===== src/rtl/rgb2yuv_stream_ctrl_if.sv =====
// AXI4-Stream video beat bundle shared by the converter's input and output ports.
interface rgb2yuv_stream_ctrl_if #(
    parameter int unsigned DATA_W = 24
);
    logic [DATA_W-1:0] tdata;
    logic              tvalid;
    logic              tready;
    logic              tuser;
    logic              tlast;

    modport master (output tdata, output tvalid, output tuser, output tlast, input tready);
    modport slave  (input tdata, input tvalid, input tuser, input tlast, output tready);
endinterface


===== src/rtl/rgb2yuv_stream_ctrl.sv =====
// RGB888 -> YUV 4:4:4 / YUYV 4:2:2 stream converter with frame-boundary config,
// output register plus one-entry skid buffer.
module rgb2yuv_stream_ctrl #(
    parameter int unsigned DATA_WIDTH      = 8,
    parameter int unsigned FRAME_CNT_WIDTH = 16
) (
    input  logic                       clk,
    input  logic                       rst,
    input  logic                       cfg_mode,
    rgb2yuv_stream_ctrl_if.slave       s_axis,
    rgb2yuv_stream_ctrl_if.master      m_axis,
    output logic                       sts_active_mode,
    output logic                       sts_odd_line,
    output logic [FRAME_CNT_WIDTH-1:0] sts_frame_cnt
);
    localparam int unsigned CW    = DATA_WIDTH;
    localparam int unsigned PW    = 2 * DATA_WIDTH;
    localparam int unsigned PIX_W = 3 * DATA_WIDTH;

    localparam int unsigned C_YR = 77;
    localparam int unsigned C_YG = 148;
    localparam int unsigned C_YB = 29;
    localparam int unsigned C_UR = 43;
    localparam int unsigned C_UG = 85;
    localparam int unsigned C_VG = 107;
    localparam int unsigned C_VB = 21;

    typedef struct packed {
        logic             user;
        logic             last;
        logic [PIX_W-1:0] data;
    } beat_t;

    typedef enum logic [1:0] {
        WAIT_SOF = 2'd0,
        EVEN     = 2'd1,
        ODD      = 2'd2
    } state_t;

    state_t        state_q, state_d;
    logic [CW-1:0] v_hold_q, v_hold_d;
    beat_t         out_q, skid_q, beat_d;
    logic          out_valid_q, skid_valid_q;
    logic          accept, sof, emit, odd_set, mode_eff, even_eff, out_free;
    logic [CW-1:0] r, g, b, y_c, u_c, v_c;

    assign s_axis.tready = ~skid_valid_q;
    assign accept        = s_axis.tvalid & ~skid_valid_q;
    assign sof           = accept & s_axis.tuser;
    assign out_free      = ~out_valid_q | m_axis.tready;

    assign m_axis.tvalid = out_valid_q;
    assign m_axis.tdata  = out_q.data;
    assign m_axis.tuser  = out_q.user;
    assign m_axis.tlast  = out_q.last;

    // Colour conversion; every term truncates to CW bits so results wrap mod 256.
    always_comb begin
        r   = s_axis.tdata[3*CW-1:2*CW];
        g   = s_axis.tdata[2*CW-1:CW];
        b   = s_axis.tdata[CW-1:0];
        y_c = CW'((PW'(C_YR) * PW'(r)) >> 8) + CW'((PW'(C_YG) * PW'(g)) >> 8)
            + CW'((PW'(C_YB) * PW'(b)) >> 8);
        u_c = CW'(128) + (b >> 1) - CW'((PW'(C_UR) * PW'(r)) >> 8)
            - CW'((PW'(C_UG) * PW'(g)) >> 8);
        v_c = CW'(128) + (r >> 1) - CW'((PW'(C_VG) * PW'(g)) >> 8)
            - CW'((PW'(C_VB) * PW'(b)) >> 8);
    end

    // Pixel-phase FSM; an SOF beat behaves as the first pixel of an EVEN phase.
    always_comb begin
        state_d  = state_q;
        v_hold_d = v_hold_q;
        emit     = 1'b0;
        odd_set  = 1'b0;
        beat_d   = '0;
        mode_eff = sof ? cfg_mode : sts_active_mode;
        even_eff = sof | (state_q == EVEN);
        if (accept && (sof || state_q != WAIT_SOF)) begin
            emit        = 1'b1;
            beat_d.user = s_axis.tuser;
            beat_d.last = s_axis.tlast;
            if (mode_eff) begin
                beat_d.data = {v_c, u_c, y_c};
                state_d     = EVEN;
            end else if (even_eff) begin
                beat_d.data = {CW'(0), u_c, y_c};
                v_hold_d    = v_c;
                odd_set     = s_axis.tlast;
                state_d     = s_axis.tlast ? EVEN : ODD;
            end else begin
                beat_d.data = {CW'(0), v_hold_q, y_c};
                state_d     = EVEN;
            end
        end
    end

    always_ff @(posedge clk) begin
        if (rst) begin
            state_q  <= WAIT_SOF;
            v_hold_q <= '0;
        end else begin
            state_q  <= state_d;
            v_hold_q <= v_hold_d;
        end
    end

    // Status registers: mode and frame count move only on SOF acceptance.
    always_ff @(posedge clk) begin
        if (rst) begin
            sts_active_mode <= 1'b0;
            sts_odd_line    <= 1'b0;
            sts_frame_cnt   <= '0;
        end else begin
            if (sof) begin
                sts_active_mode <= cfg_mode;
                sts_frame_cnt   <= sts_frame_cnt + FRAME_CNT_WIDTH'(1);
            end
            if (odd_set) begin
                sts_odd_line <= 1'b1;
            end
        end
    end

    // Output register with skid; the skid always drains before the next input is taken.
    always_ff @(posedge clk) begin
        if (rst) begin
            out_q        <= '0;
            out_valid_q  <= 1'b0;
            skid_q       <= '0;
            skid_valid_q <= 1'b0;
        end else if (out_free) begin
            if (skid_valid_q) begin
                out_q        <= skid_q;
                out_valid_q  <= 1'b1;
                skid_valid_q <= 1'b0;
            end else if (emit) begin
                out_q       <= beat_d;
                out_valid_q <= 1'b1;
            end else begin
                out_valid_q <= 1'b0;
            end
        end else if (emit) begin
            skid_q       <= beat_d;
            skid_valid_q <= 1'b1;
        end
    end
endmodule

===== src/flat_wrapper.sv =====
// flat-port wrapper written by rule: the top's interface ports become plain ports
module rgb2yuv_stream_ctrl_flat 
#(
    parameter int unsigned DATA_WIDTH      = 8,
    parameter int unsigned FRAME_CNT_WIDTH = 16
)
  (clk, rst, cfg_mode, sts_active_mode, sts_odd_line, sts_frame_cnt, s_axis_tdata, s_axis_tvalid, s_axis_tuser, s_axis_tlast, s_axis_tready, m_axis_tdata, m_axis_tvalid, m_axis_tuser, m_axis_tlast, m_axis_tready);
  rgb2yuv_stream_ctrl_if s_axis_i ();
  rgb2yuv_stream_ctrl_if m_axis_i ();
  input  logic clk;
  input  logic rst;
  input  logic cfg_mode;
  output logic sts_active_mode;
  output logic sts_odd_line;
  output logic [FRAME_CNT_WIDTH-1:0] sts_frame_cnt;
  input wire logic [$bits(s_axis_i.tdata)-1:0] s_axis_tdata;
  input wire logic [$bits(s_axis_i.tvalid)-1:0] s_axis_tvalid;
  input wire logic [$bits(s_axis_i.tuser)-1:0] s_axis_tuser;
  input wire logic [$bits(s_axis_i.tlast)-1:0] s_axis_tlast;
  output wire logic [$bits(s_axis_i.tready)-1:0] s_axis_tready;
  output wire logic [$bits(m_axis_i.tdata)-1:0] m_axis_tdata;
  output wire logic [$bits(m_axis_i.tvalid)-1:0] m_axis_tvalid;
  output wire logic [$bits(m_axis_i.tuser)-1:0] m_axis_tuser;
  output wire logic [$bits(m_axis_i.tlast)-1:0] m_axis_tlast;
  input wire logic [$bits(m_axis_i.tready)-1:0] m_axis_tready;
  assign s_axis_i.tdata = s_axis_tdata;
  assign s_axis_i.tvalid = s_axis_tvalid;
  assign s_axis_i.tuser = s_axis_tuser;
  assign s_axis_i.tlast = s_axis_tlast;
  assign s_axis_tready = s_axis_i.tready;
  assign m_axis_tdata = m_axis_i.tdata;
  assign m_axis_tvalid = m_axis_i.tvalid;
  assign m_axis_tuser = m_axis_i.tuser;
  assign m_axis_tlast = m_axis_i.tlast;
  assign m_axis_i.tready = m_axis_tready;
  rgb2yuv_stream_ctrl #(.DATA_WIDTH(DATA_WIDTH), .FRAME_CNT_WIDTH(FRAME_CNT_WIDTH)) u_core (.clk(clk), .rst(rst), .cfg_mode(cfg_mode), .s_axis(s_axis_i), .m_axis(m_axis_i), .sts_active_mode(sts_active_mode), .sts_odd_line(sts_odd_line), .sts_frame_cnt(sts_frame_cnt));
endmodule

===== config.mk =====
export PLATFORM = sky130hd
export DESIGN_NAME = rgb2yuv_stream_ctrl_flat
export DESIGN_NICKNAME = d
export VERILOG_FILES = /design/src/rtl/rgb2yuv_stream_ctrl_if.sv /design/src/rtl/rgb2yuv_stream_ctrl.sv /design/src/flat_wrapper.sv
export SDC_FILE = /design/constraint.sdc
export NUM_CORES = 1
export LEC_CHECK = 0
export BUFFER_PORTS_ARGS = -buffer_cell sky130_fd_sc_hd__buf_2
export CAP_MARGIN = 20
export CORE_MARGIN = 5
export CORE_UTILIZATION = 40
export CTS_CLUSTER_SIZE = 20
export DETAILED_ROUTE_END_ITERATION = 10
export PLACE_DENSITY = 0.66
export SLEW_MARGIN = 15
export SYNTH_ARGS = -nofsm -noshare
export SYNTH_HDL_FRONTEND = slang
export SYNTH_SLANG_ARGS = --single-unit

===== constraint.sdc =====
create_clock -name clk -period 6.2 [get_ports clk]
set_input_delay 0.62 -clock clk [delete_from_list [all_inputs] [get_ports clk]]
set_output_delay 0.62 -clock clk [all_outputs]
set_load 0.01 [all_outputs]

Word-level counts from Yosys, hierarchy flattened:

Index checks and enable logic that the tools add are counted.
W data, S select, Z words.

* bits in registers: 82
* output and inout bits: 46
* word-level logic and storage cells: 61

* add/sub/neg operators: 9
* multiply operators: 7
* equality and inequality tests: 1
* mux-type cells: 15
* bitwise logic cells: 8
* reduce and logical (&&, ||, !) cells: 8

Operators with widths (number)
* $mux W26: 3
* $mul A7 B8 Y15 const A: 3
* $mul A6 B8 Y14 const A: 2
* $mul A5 B8 Y13 const A: 2
* $mux W24: 1
* $add A16 B1 Y16 const B: 1
* $add A8 B7 Y8 const A: 2
* $mux W16: 1
* $sub A8 B7 Y8: 2
* $add A7 B8 Y8: 1
* $add A8 B5 Y8: 1
* $sub A8 B5 Y8: 1
* $sub A8 B6 Y8: 1
* $mux W1: 7
* $mux W2: 3
* $not A1 Y1: 4
* $reduce_and A2 Y1: 2
* $reduce_bool A2 Y1: 2
* $reduce_and A3 Y1: 1
* $and A1 B1 Y1: 2
* $eq A2 B1 Y1 const B: 1
* $or A1 B1 Y1: 2
* $reduce_or A2 Y1: 1
* $logic_and A1 B1 Y1: 1
* $logic_or A1 B1 Y1: 1

Longest topological paths before layout:

Gate-level depths: netlist of the first run.

* depth after elaboration: 9
* depth in mapped cells: 24
* depth with buffers taken out: 24

Least setup slack after synthesis of the first run:

No wires, ideal clock.

* path type: in2reg
* start: in s_axis_tdata[9]
* end: reg u_core.skid_q[23] (netlist name)
* arrival: 5.454 ns
* data required time: 6.070 ns
* slack: 0.616 ns
* stages: 18
* path through: ha_1 fa_1 fa_1 fa_1 ha_1 nor4_1 o21ai_0 a31oi_1 xnor2_1 fa_1 inv_1 ha_1 a21o_1 o2111a_1 or3_1 a21oi_2 xor2_2 o31ai_1

* word-level cells in the longest chain between the ends: 5

RTL lines
* start: declaration: RTL line flat_wrapper.sv:16 `input wire logic [$bits(s_axis_i.tdata)-1:0] s_axis_tdata;`
* $mul A7 B8 Y15: RTL line rgb2yuv_stream_ctrl.sv:66 `v_c = CW'(128) + (r >> 1) - CW'((PW'(C_VG) * PW'(g)) >> 8)`
* $sub A8 B7 Y8: RTL line rgb2yuv_stream_ctrl.sv:66
* $sub A8 B5 Y8: RTL line rgb2yuv_stream_ctrl.sv:67 `- CW'((PW'(C_VB) * PW'(b)) >> 8);`
* $mux W24: RTL line rgb2yuv_stream_ctrl.sv:83 `if (mode_eff) begin`
* $mux W26: RTL line rgb2yuv_stream_ctrl.sv:79 `if (accept && (sof || state_q != WAIT_SOF)) begin`
* end signal: assignment: RTL line rgb2yuv_stream_ctrl.sv:144 `skid_q <= beat_d;`
* end: declaration: RTL line rgb2yuv_stream_ctrl.sv:42 `beat_t out_q, skid_q, beat_d;`

Every way passes these cells.
A chain may end at the register's enable or synchronous reset.

Worst setup path after layout of the first run:

* start: in s_axis_tdata[12]
* end: reg u_core.skid_q[23] (netlist name)

The elaborated chain is that of the path after synthesis.

==> results of run 1 <==
-- power groups by stage --
stage | combinational (uW) | clock, uW | sequential (uW)
2_1_floorplan | 2600 | 0 | 630
3_3_place_gp | 3450 | 0 | 623
3_5_place_dp | 3510 | 0 | 623
4_1_cts | 3540 | 515 | 613
5_1_grt | 4020 | 543 | 619
6_report | 3540 | 507 | 613
-- how the worst min path moves through the flow --
stage,startpoint,end,slack [ns]
global placement,u_core.skid_q[4],u_core.skid_q[4],0.44
floorplan,u_core.skid_q[4],u_core.skid_q[4],0.43
finish,u_core.skid_q[25],u_core.skid_q[25],0.46
global route,u_core.skid_q[4],u_core.skid_q[4],0.48
CTS,u_core.skid_q[4],u_core.skid_q[4],0.46
detailed placement,u_core.skid_q[4],u_core.skid_q[4],0.45
-- through the flow --
stage          setup WS, ns  utilization  cells  hold WS (ns)
3_3_place_gp          0.266        0.435   1514         0.438
2_1_floorplan         0.616            -   1133         0.432
4_1_cts               0.506        0.447   1530         0.455
6_report              0.487        0.447   1530         0.455
3_5_place_dp          0.169        0.435   1514         0.446
5_1_grt              0.0553        0.447   1530         0.482
-- registers in the layout, indices dropped and copies added (netlist names) --
name and count:
u_core.m_axis.tlast 1, u_core.skid_valid_q 1, u_core.v_hold_q 8, u_core.m_axis.tdata 24, u_core.sts_active_mode 1, u_core.m_axis.tvalid 1
u_core.skid_q 26, u_core.sts_odd_line 1, u_core.sts_frame_cnt 16, u_core.state_q 2, u_core.m_axis.tuser 1
-- kinds of logic after synthesis --
kind of cell / count (synthesis)
compound gates: 218
xor+xnor: 59
fa+ha+maj: 290
buf+inv: 207
flops: 82
mux: 7
simple gates: 270
-- layer usage --
| layer | track usage | part of all wire | wire (microns) | vias up |
|---|---|---|---|---|
| met2 | 0.259 | 0.45 | 9820 | 145 |
| li1 | - | - | - | 4014 |
| met1 | 0.224 | 0.49 | 10700 | 3515 |
| met5 | 0 | 0 | 0 | - |
| met3 | 0.0192 | 0.042 | 916 | 22 |
| met4 | 0.0395 | 0.015 | 332 | 0 |
-- area by class of cell --
type	count	area share
multi-input combinational	844	0.682
sequential	82	0.151
inverter	180	0.0623
timing repair buffer	84	0.0406
tap	324	0.0374
clock buffer	14	0.0253
clock inverter	2	0.000923
-- cell usage in the layout, fill, tap and decap left out, drive strengths merged, types with 6 or more instances in the layout --
master / netlist / layout
o21ai: 50 / 50
a21o: 12 / 12
nand2b: 16 / 16
o21a: 8 / 8
a211oi: 21 / 21
xnor2: 38 / 38
or3: 9 / 9
a221oi: 7 / 7
ha: 224 / 224
nor3: 25 / 25
nor2b: 10 / 10
a31oi: 9 / 9
clkbuf: 19 / 14
xor2: 21 / 21
mux2i: 6 / 6
buf: 8 / 84
nor2: 106 / 106
nand3: 22 / 22
dfxtp: 82 / 82
nand2: 42 / 42
nand4: 6 / 6
fa: 66 / 66
a21oi: 68 / 68
inv: 180 / 180
a22oi: 12 / 12
-- tightest hold or removal path, delay by kind of cell, from the launching register on --
kind             cells  cell delay (ns)
AND/OR/NAND/NOR      1             0.05
flip-flops           1             0.31
AO/OA/AOI/OAI        1             0.05
==> flow_summary.toml, run 1 <==
[run_status]
run_status = "finished, final reports clean"

[synth]
ys_seq_elements = 82
synth_cell_types = 63
syn_inst = 1133
synth_top_family_by_area = "adder cells"
synth_top_area_cell = "ha_1"
yosys.area_share.simple = 0.132
muxShareOfSynthArea = 0.00726
netlist_area_sq_mm = 0.00982
synthMostInstantiatedCell = "ha_1"
async_flop_share = 0
synth_common_cells = "ha_1, inv_1, nor2_1"
synthTopCellsByArea = "ha_1, dfxtp_1, fa_1, inv_1, nor2_1"
synth-edff-count = 0
yosys.area_share.xor_xnor = 0.0534
synth_compound_area_frac = 0.140
synth_area_per_cell_sq_um = 8.67
synth_warnings = 0
yosysSeqAreaShare = 0.167
yosys.area_share.adder = 0.420
synth_top_area_frac = 0.285
syn_nets = 1454
synth_flop_cell = "dfxtp_1"

[detailed_routing]
drt_first_iter_violations = 376
vias_per_cell = 5.03
dr.pass1.iters = 5
postRouteWirelength_microns = 21800
vias = 7696
ant_nets = 0
drc_errors = 0
wl_per_cell_microns = 14.2

[timing]
maxSlewViolCount = 0
rsz0062_at_grt = "no"
setup_viol = 0
tightestPinTransition_ns = 0.842
layout_min_cycle_time_ns = 5.71
final.setup_skew_ns = 0.00582
max_clock_freq_mhz = 175
min_period_over_period = 0.921
hold_viol = 0
maxSlewHeadroom = 0.437
setup-tns-final_ns = 0

[setup_path]
critPathSlowestCell = "fa_1"
crit_top_cell = "fa_1"
slowest_delay_ns = 0.59
r2r-start = "u_core.skid_valid_q"
cp.depth = 19
critPathCaptureType = "flop"
rrSetupSlack_ns = 3.19
crit_family = "adder cells"
r2r-end = "u_core.skid_q[21]"
worstPathArrival_ns = 5.91
path_cells = "buf_2, ha_1, fa_1, fa_1, fa_1, ha_1, nor4_1, o21ai_0, a31oi_1, xnor2_1, fa_1, inv_1, ha_1, o211a_1, o2111a_1, or3_1, a21oi_2, xor2_2, o31ai_1"
cp_num_buf_inv = 2
cp.required_ns = 6.40
crit_start = "s_axis_tdata[12]"
cp_max_fo = 7
reg2regPathDepth = 7
start_kind = "input port"
crit_end = "u_core.skid_q[23]"
critPathKind = "in -> reg"

[global_routing]
grt_pass1_vias = 7526
antenna_found_initial = 0
grt_max_degree = 70
gr-total-overflow = 0
grt_pass1_wl_microns = 37300
grt_use_total = 0.159

[pwr]
intPower_uw = 2350
comb_power_share = 0.760
p_leak_uw = 0.00550
seq_power_share = 0.132
ir_drop_mv = 0.433
p_clk_frac = 0.109
power_switching_share = 0.495
p_sw_uw = 2300
powerDensity_mw_per_mm2 = 430
power_uw = 4660

[cts]
post_cts_resized = 0
clkSinkCount = 82
clk-insertion-delay-late_ns = 0.34
postCtsSetupRepairBufs = 0
cts_buffer_depth = 2
numCtsBuffers = 9
cts_hold_buf = 0
root_buffer = "clkbuf_16"
clk_pin_slew_worst_paths_ns = 0.06
cts_tree = "yes"
h-tree-depth = 3

[finish]
drive_gt1_frac = 0.0920
antenna_cells = 0
area_growth_pct = 10.4
fillers = 2424
fin_nets = 1522
regArea_sq_mm = 0.00164
multiInputGateArea_sq_mm = 0.00739
finalInstanceArea_sq_mm = 0.0108

[place]
dp_hpwl_microns = 18300
portBuffers = 76
placed_area_sq_mm = 0.0106
gp_congestion = 0.859

[floorplan]
num_rows = 57
die_area_sq_mm = 0.0278
die_h_microns = 167
start_util = 0.405
coreArea_sq_mm = 0.0242
ios = 77
fp.dieW_microns = 167

[min_path]
hold_path_depth = 2
hold_class = "reg -> reg"

[run]
cap_viol_max_count = 0
Power figures use the tool's default switching activity.
==> run 2: changes to the inputs <==
--- a/config.mk
+++ b/config.mk
@@ -6,11 +6,11 @@
 export NUM_CORES = 1
 export LEC_CHECK = 0
 export BUFFER_PORTS_ARGS = -buffer_cell sky130_fd_sc_hd__buf_2
-export CAP_MARGIN = 20
 export CORE_MARGIN = 5
 export CORE_UTILIZATION = 40
 export CTS_CLUSTER_SIZE = 20
 export DETAILED_ROUTE_END_ITERATION = 10
+export GPL_TIMING_DRIVEN = 0
 export PLACE_DENSITY = 0.66
 export SLEW_MARGIN = 15
 export SYNTH_ARGS = -nofsm -noshare
==> constraint.sdc (replaced) <==
create_clock -name clk -period 6.2 [get_ports clk]
set_input_delay 1.24 -clock clk [delete_from_list [all_inputs] [get_ports clk]]
set_output_delay 1.24 -clock clk [all_outputs]
set_load 0.01 [all_outputs]
==> run 2 against run 1 <==
Worst setup slack lost 0.36 ns. Largest cell class unchanged. Critical endpoint unchanged. Global-route usage increased by 0.40 points. First-iteration DRC count shrank 1.6%. Register-to-register slack improved by 0.89 ns. Sequential power about the same. Critical path depth is 2 higher. Critical path type unchanged. Clock skew decreased by 0.0011 ns. Power grew 17%. Hold slack better by 0.0018 ns. Combinational power is 19% higher. Cell count is 2.0% higher. Largest power group unchanged.
==> flow_summary.toml, run 2 (synthesis gave the netlist of run 1 again) <==
[run_status]
run_status = "finished, final reports clean"

[pwr]
p_sw_uw = 2570
power_uw = 5440
seq_power_share = 0.113
p_clk_frac = 0.110
comb_power_share = 0.777
powerDensity_mw_per_mm2 = 465
power_switching_share = 0.472
p_leak_uw = 0.00573
intPower_uw = 2870
ir_drop_mv = 0.302

[floorplan]
ios = 77
num_rows = 57
fp.dieW_microns = 167
die_area_sq_mm = 0.0278
coreArea_sq_mm = 0.0242
start_util = 0.405
die_h_microns = 167

[timing]
tightestPinTransition_ns = 0.681
setup-tns-final_ns = 0
rsz0062_at_grt = "yes"
min_period_over_period = 0.980
final.setup_skew_ns = 0.00473
setup_viol = 0
hold_viol = 0
max_clock_freq_mhz = 165
maxSlewHeadroom = 0.546
maxSlewViolCount = 0
layout_min_cycle_time_ns = 6.08

[setup_path]
start_kind = "input port"
worstPathArrival_ns = 6.28
critPathCaptureType = "flop"
rrSetupSlack_ns = 4.08
cp_max_fo = 4
cp.required_ns = 6.40
critPathKind = "in -> reg"

[cts]
cts_hold_buf = 0
clkSinkCount = 82
cts_tree = "yes"
clk_pin_slew_worst_paths_ns = 0.06
h-tree-depth = 3
root_buffer = "clkbuf_16"
cts_buffer_depth = 2
clk-insertion-delay-late_ns = 0.34
numCtsBuffers = 9

[detailed_routing]
wl_per_cell_microns = 15.1
ant_nets = 0
drc_errors = 0
postRouteWirelength_microns = 23500
vias = 8071
dr.pass1.iters = 5
vias_per_cell = 5.17
drt_first_iter_violations = 370

[place]
gp_congestion = 0.848
portBuffers = 75
dp_hpwl_microns = 19400

[min_path]
hold_class = "reg -> reg"

[finish]
layout_common_cells = "ha_1, inv_1, nor2_1"
antenna_cells = 0
largest_reg_flops = 26
drive_gt1_frac = 0.161
regMostFlops = "u_core.skid_q"
fin_nets = 1552
final_common_cell = "ha_1"
area_growth_pct = 19.1

[run]
cap_viol_max_count = 0

[global_routing]
grt_pass1_vias = 7651
grt_max_degree = 14
grt_use_total = 0.163
gr-total-overflow = 0
grt_pass1_wl_microns = 37800
antenna_found_initial = 0
[run 2: timing repair]
item,4_1_cts,5_1_grt
setup endpoints to repair,14,25
pin swaps,10,45
setup buffers,3,9
gates resized for setup,16,104
[run 2: per-layer routing]
layer,GRT usage,vias up,routed length (microns)
met2,0.279,186,11400
met5,0,-,0
met3,0.0185,37,919
li1,-,4077,-
met4,0.0381,0,511
met1,0.221,3771,10700
[run 2: through the flow]
stage / hold slack, ns / area [sq um] / setup WS [ns] / util / std cells
CTS: 0.458 / 11100 / 0.00877 / 0.456 / 1551
finish: 0.457 / 11700 / 0.123 / 0.482 / 1560
detailed placement: 0.448 / 10600 / -0.590 / 0.437 / 1532
global placement: 0.441 / 10600 / -0.554 / 0.437 / 1532
global route: 0.475 / 11700 / -0.0757 / 0.482 / 1560
floorplan: 0.432 / 9820 / 0.0291 / - / 1133
[run 2: critical path: stages]
cell and delay [ns]:
buf_12 0.11, ha_4 0.24, fa_1 0.51, fa_1 0.57, fa_1 0.45, ha_4 0.21
nor4_2 0.27, o21ai_2 0.13, buf_4 0.16, nand3_1 0.08, nand2b_1 0.07, o21ai_1 0.11
xnor2_1 0.15, fa_1 0.57, inv_2 0.06, ha_4 0.24, o2111a_1 0.17, or3_4 0.41
a21oi_4 0.21, xor2_4 0.23, o31ai_1 0.10
[run 2: power groups by stage]
stage	Combinational, uW	Clock [uW]	Sequential, uW
4_1_cts	3580	612	614
3_3_place_gp	3400	0	624
6_report	4230	599	616
5_1_grt	4730	633	619
3_5_place_dp	3480	0	625
2_1_floorplan	2600	0	630
[run 2: path summary, 6_finish.rpt]
path | startpoint | to | cells after the start
max reg2reg | u_core.skid_valid_q | u_core.m_axis.tdata[9] | 8
max | s_axis_tdata[10] | u_core.skid_q[23] | 21
min reg2reg | u_core.skid_q[4] | u_core.skid_q[4] | 2
min | u_core.skid_q[4] | u_core.skid_q[4] | 2
[run 2: layout make-up]
| class | count | area [sq um] |
|---|---|---|
| fill | 2312 | 12600 |
| multi-input combinational | 844 | 8000 |
| sequential | 82 | 1640 |
| inverter | 180 | 676 |
| timing repair buffer | 87 | 523 |
| tap | 324 | 405 |
| clock buffer | 11 | 233 |
| buffer | 27 | 111 |
| clock inverter | 5 | 103 |
==> run 3: changes to the inputs <==
--- a/config.mk
+++ b/config.mk
@@ -7,11 +7,11 @@
 export LEC_CHECK = 0
 export BUFFER_PORTS_ARGS = -buffer_cell sky130_fd_sc_hd__buf_2
 export CORE_MARGIN = 5
-export CORE_UTILIZATION = 40
+export CORE_UTILIZATION = 32
 export CTS_CLUSTER_SIZE = 20
 export DETAILED_ROUTE_END_ITERATION = 10
 export GPL_TIMING_DRIVEN = 0
-export PLACE_DENSITY = 0.66
+export PLACE_DENSITY = 0.57
 export SLEW_MARGIN = 15
 export SYNTH_ARGS = -nofsm -noshare
 export SYNTH_HDL_FRONTEND = slang
==> run 3 against run 2 <==
Non-clock buffer count down 4. Global-route usage down 2.4 points. Clock skew about the same. Sequential cell count unchanged. Largest cell class unchanged. Largest power group unchanged.
==> flow_summary.toml, run 3 (synthesis gave the netlist of run 1 again) <==
[floorplan]
fp.dieW_microns = 185
num_rows = 64
start_util = 0.323
ios = 77
coreArea_sq_mm = 0.0304
die_area_sq_mm = 0.0343
die_h_microns = 185

[timing]
min_period_over_period = 0.973
layout_min_cycle_time_ns = 6.03
max_clock_freq_mhz = 166
hold_ws_ns = 0.456
tightestPinTransition_ns = 0.736
setup_ws_ns = 0.167
maxSlewHeadroom = 0.504
hold_viol = 0
final.setup_skew_ns = 0.00453
setup_viol = 0
maxSlewViolCount = 0

[detailed_routing]
dr_wl_met2_microns = 11700
wl_per_cell_microns = 14.8
vias = 7937
wl_met1_microns = 11400
drt_first_iter_violations = 286
drc_errors = 0
dr.pass1.iters = 5
met3WireLength_microns = 755
vias_per_cell = 4.88
postRouteWirelength_microns = 24200
ant_nets = 0
top_layer = "met4"

[run_status]
run_status = "finished, final reports clean"

[setup_path]
crit_top_cell = "fa_1"
start_kind = "input port"
cp_max_fo = 8
reg2regPathDepth = 6
cp.depth = 19
path_cells = "buf_8, ha_4, fa_1, fa_1, fa_1, ha_4, o21ai_1, a21oi_2, a31oi_4, xnor2_2, fa_1, inv_2, ha_4, a21o_1, o2111a_1, or3_1, a21oi_2, xor2_2, o31ai_1"
slowest_delay_ns = 0.56
worstPathArrival_ns = 6.24
crit_family = "adder cells"
critPathSlowestCell = "fa_1"
critPathKind = "in -> reg"
critPathCaptureType = "flop"
cp_num_buf_inv = 2
cp.required_ns = 6.41

[pwr]
ir_drop_mv = 0.298
powerDensity_mw_per_mm2 = 458
p_leak_uw = 0.00570
comb_power_share = 0.763
p_clk_frac = 0.122
p_sw_uw = 2540
intPower_uw = 2820
seq_power_share = 0.114
power_switching_share = 0.474

[run]
cap_viol_max_count = 0

[finish]
fin_nets = 1548
layout_common_cells = "ha_1, inv_1, nor2_1"
regMostFlops = "u_core.skid_q"
largest_reg_flops = 26
stdcell_count = 1628
area_growth_pct = 19.2
final_common_cell = "ha_1"
finalInstanceArea_sq_mm = 0.0117
drive_gt1_frac = 0.153
antenna_cells = 0
final_util = 0.385

[min_path]
hold_class = "reg -> reg"
hold_path_depth = 2

[cts]
clkSinkCount = 82
clk_pin_slew_worst_paths_ns = 0.06
root_buffer = "clkbuf_16"
h-tree-depth = 3
numCtsBuffers = 9
cts_tree = "yes"
cts_buffer_depth = 2
clk-insertion-delay-late_ns = 0.34

[global_routing]
grt_pass1_wl_microns = 38600
grt_use_total = 0.139
antenna_found_initial = 0
grt_max_degree = 14
grt_pass1_vias = 7674
gr-total-overflow = 0

[place]
post-place-ws_ns = -0.637
placed_area_sq_mm = 0.0107
portBuffers = 75
gp_congestion = 0.846
post-place-cells = 1604
dp_hpwl_microns = 20000
## run 3: area by class of cell
class,instances,area [sq um]
fillers,3096,18700
flip-flops and latches,82,1640
repair buffers,83,474
clock inverters,5,125
clock buffers,11,243
inverters,180,676
plain buffers,27,111
multi-input cells,844,7940
well taps,396,495
## run 3: worst paths after layout
path                  startpoint                 endpoint  slack [ns]
max             s_axis_tdata[14]        u_core.skid_q[23]        0.17
min             u_core.skid_q[2]         u_core.skid_q[2]        0.46
max reg2reg  u_core.skid_valid_q  u_core.m_axis.tdata[22]        3.96
min reg2reg     u_core.skid_q[2]         u_core.skid_q[2]        0.46
## run 3: through the flow
stage | TNS, ns | power, uW
2_1_floorplan | 0 | 3230
3_3_place_gp | -9.68 | 4090
3_5_place_dp | -10.85 | 4130
4_1_cts | 0 | 4900
5_1_grt | -0.156 | 5920
6_report | 0 | 5370
## run 3: repair_timing
action,CTS,global route
setup buffers,2,6
hold buffers,0,0
hold endpoints to repair,0,0
gates resized for setup,21,82
setup endpoints to repair,16,22
pin swaps,9,43
## run 3: power by group through the flow
stage          Combinational, uW  Clock, uW  Sequential (uW)
3_3_place_gp                3470          0              623
4_1_cts                     3620        665              613
2_1_floorplan               2600          0              630
3_5_place_dp                3510          0              625
5_1_grt                     4610        685              618
6_report                    4100        657              613
## run 3: worst reg2reg max path: stages, from the launching register on
cell	delay, ns
dfxtp_1	0.32
clkbuf_1	0.24
o21ai_0	0.67
clkbuf_1	0.51
nor3_1	0.11
a31oi_1	0.16
o41ai_1	0.09
## run 3: routing by layer
layer,global-route usage,vias to the layer above
li1,-,4065
met1,0.187,3755
met2,0.244,106
met3,0.0114,11
met4,0.0299,0
met5,0,-
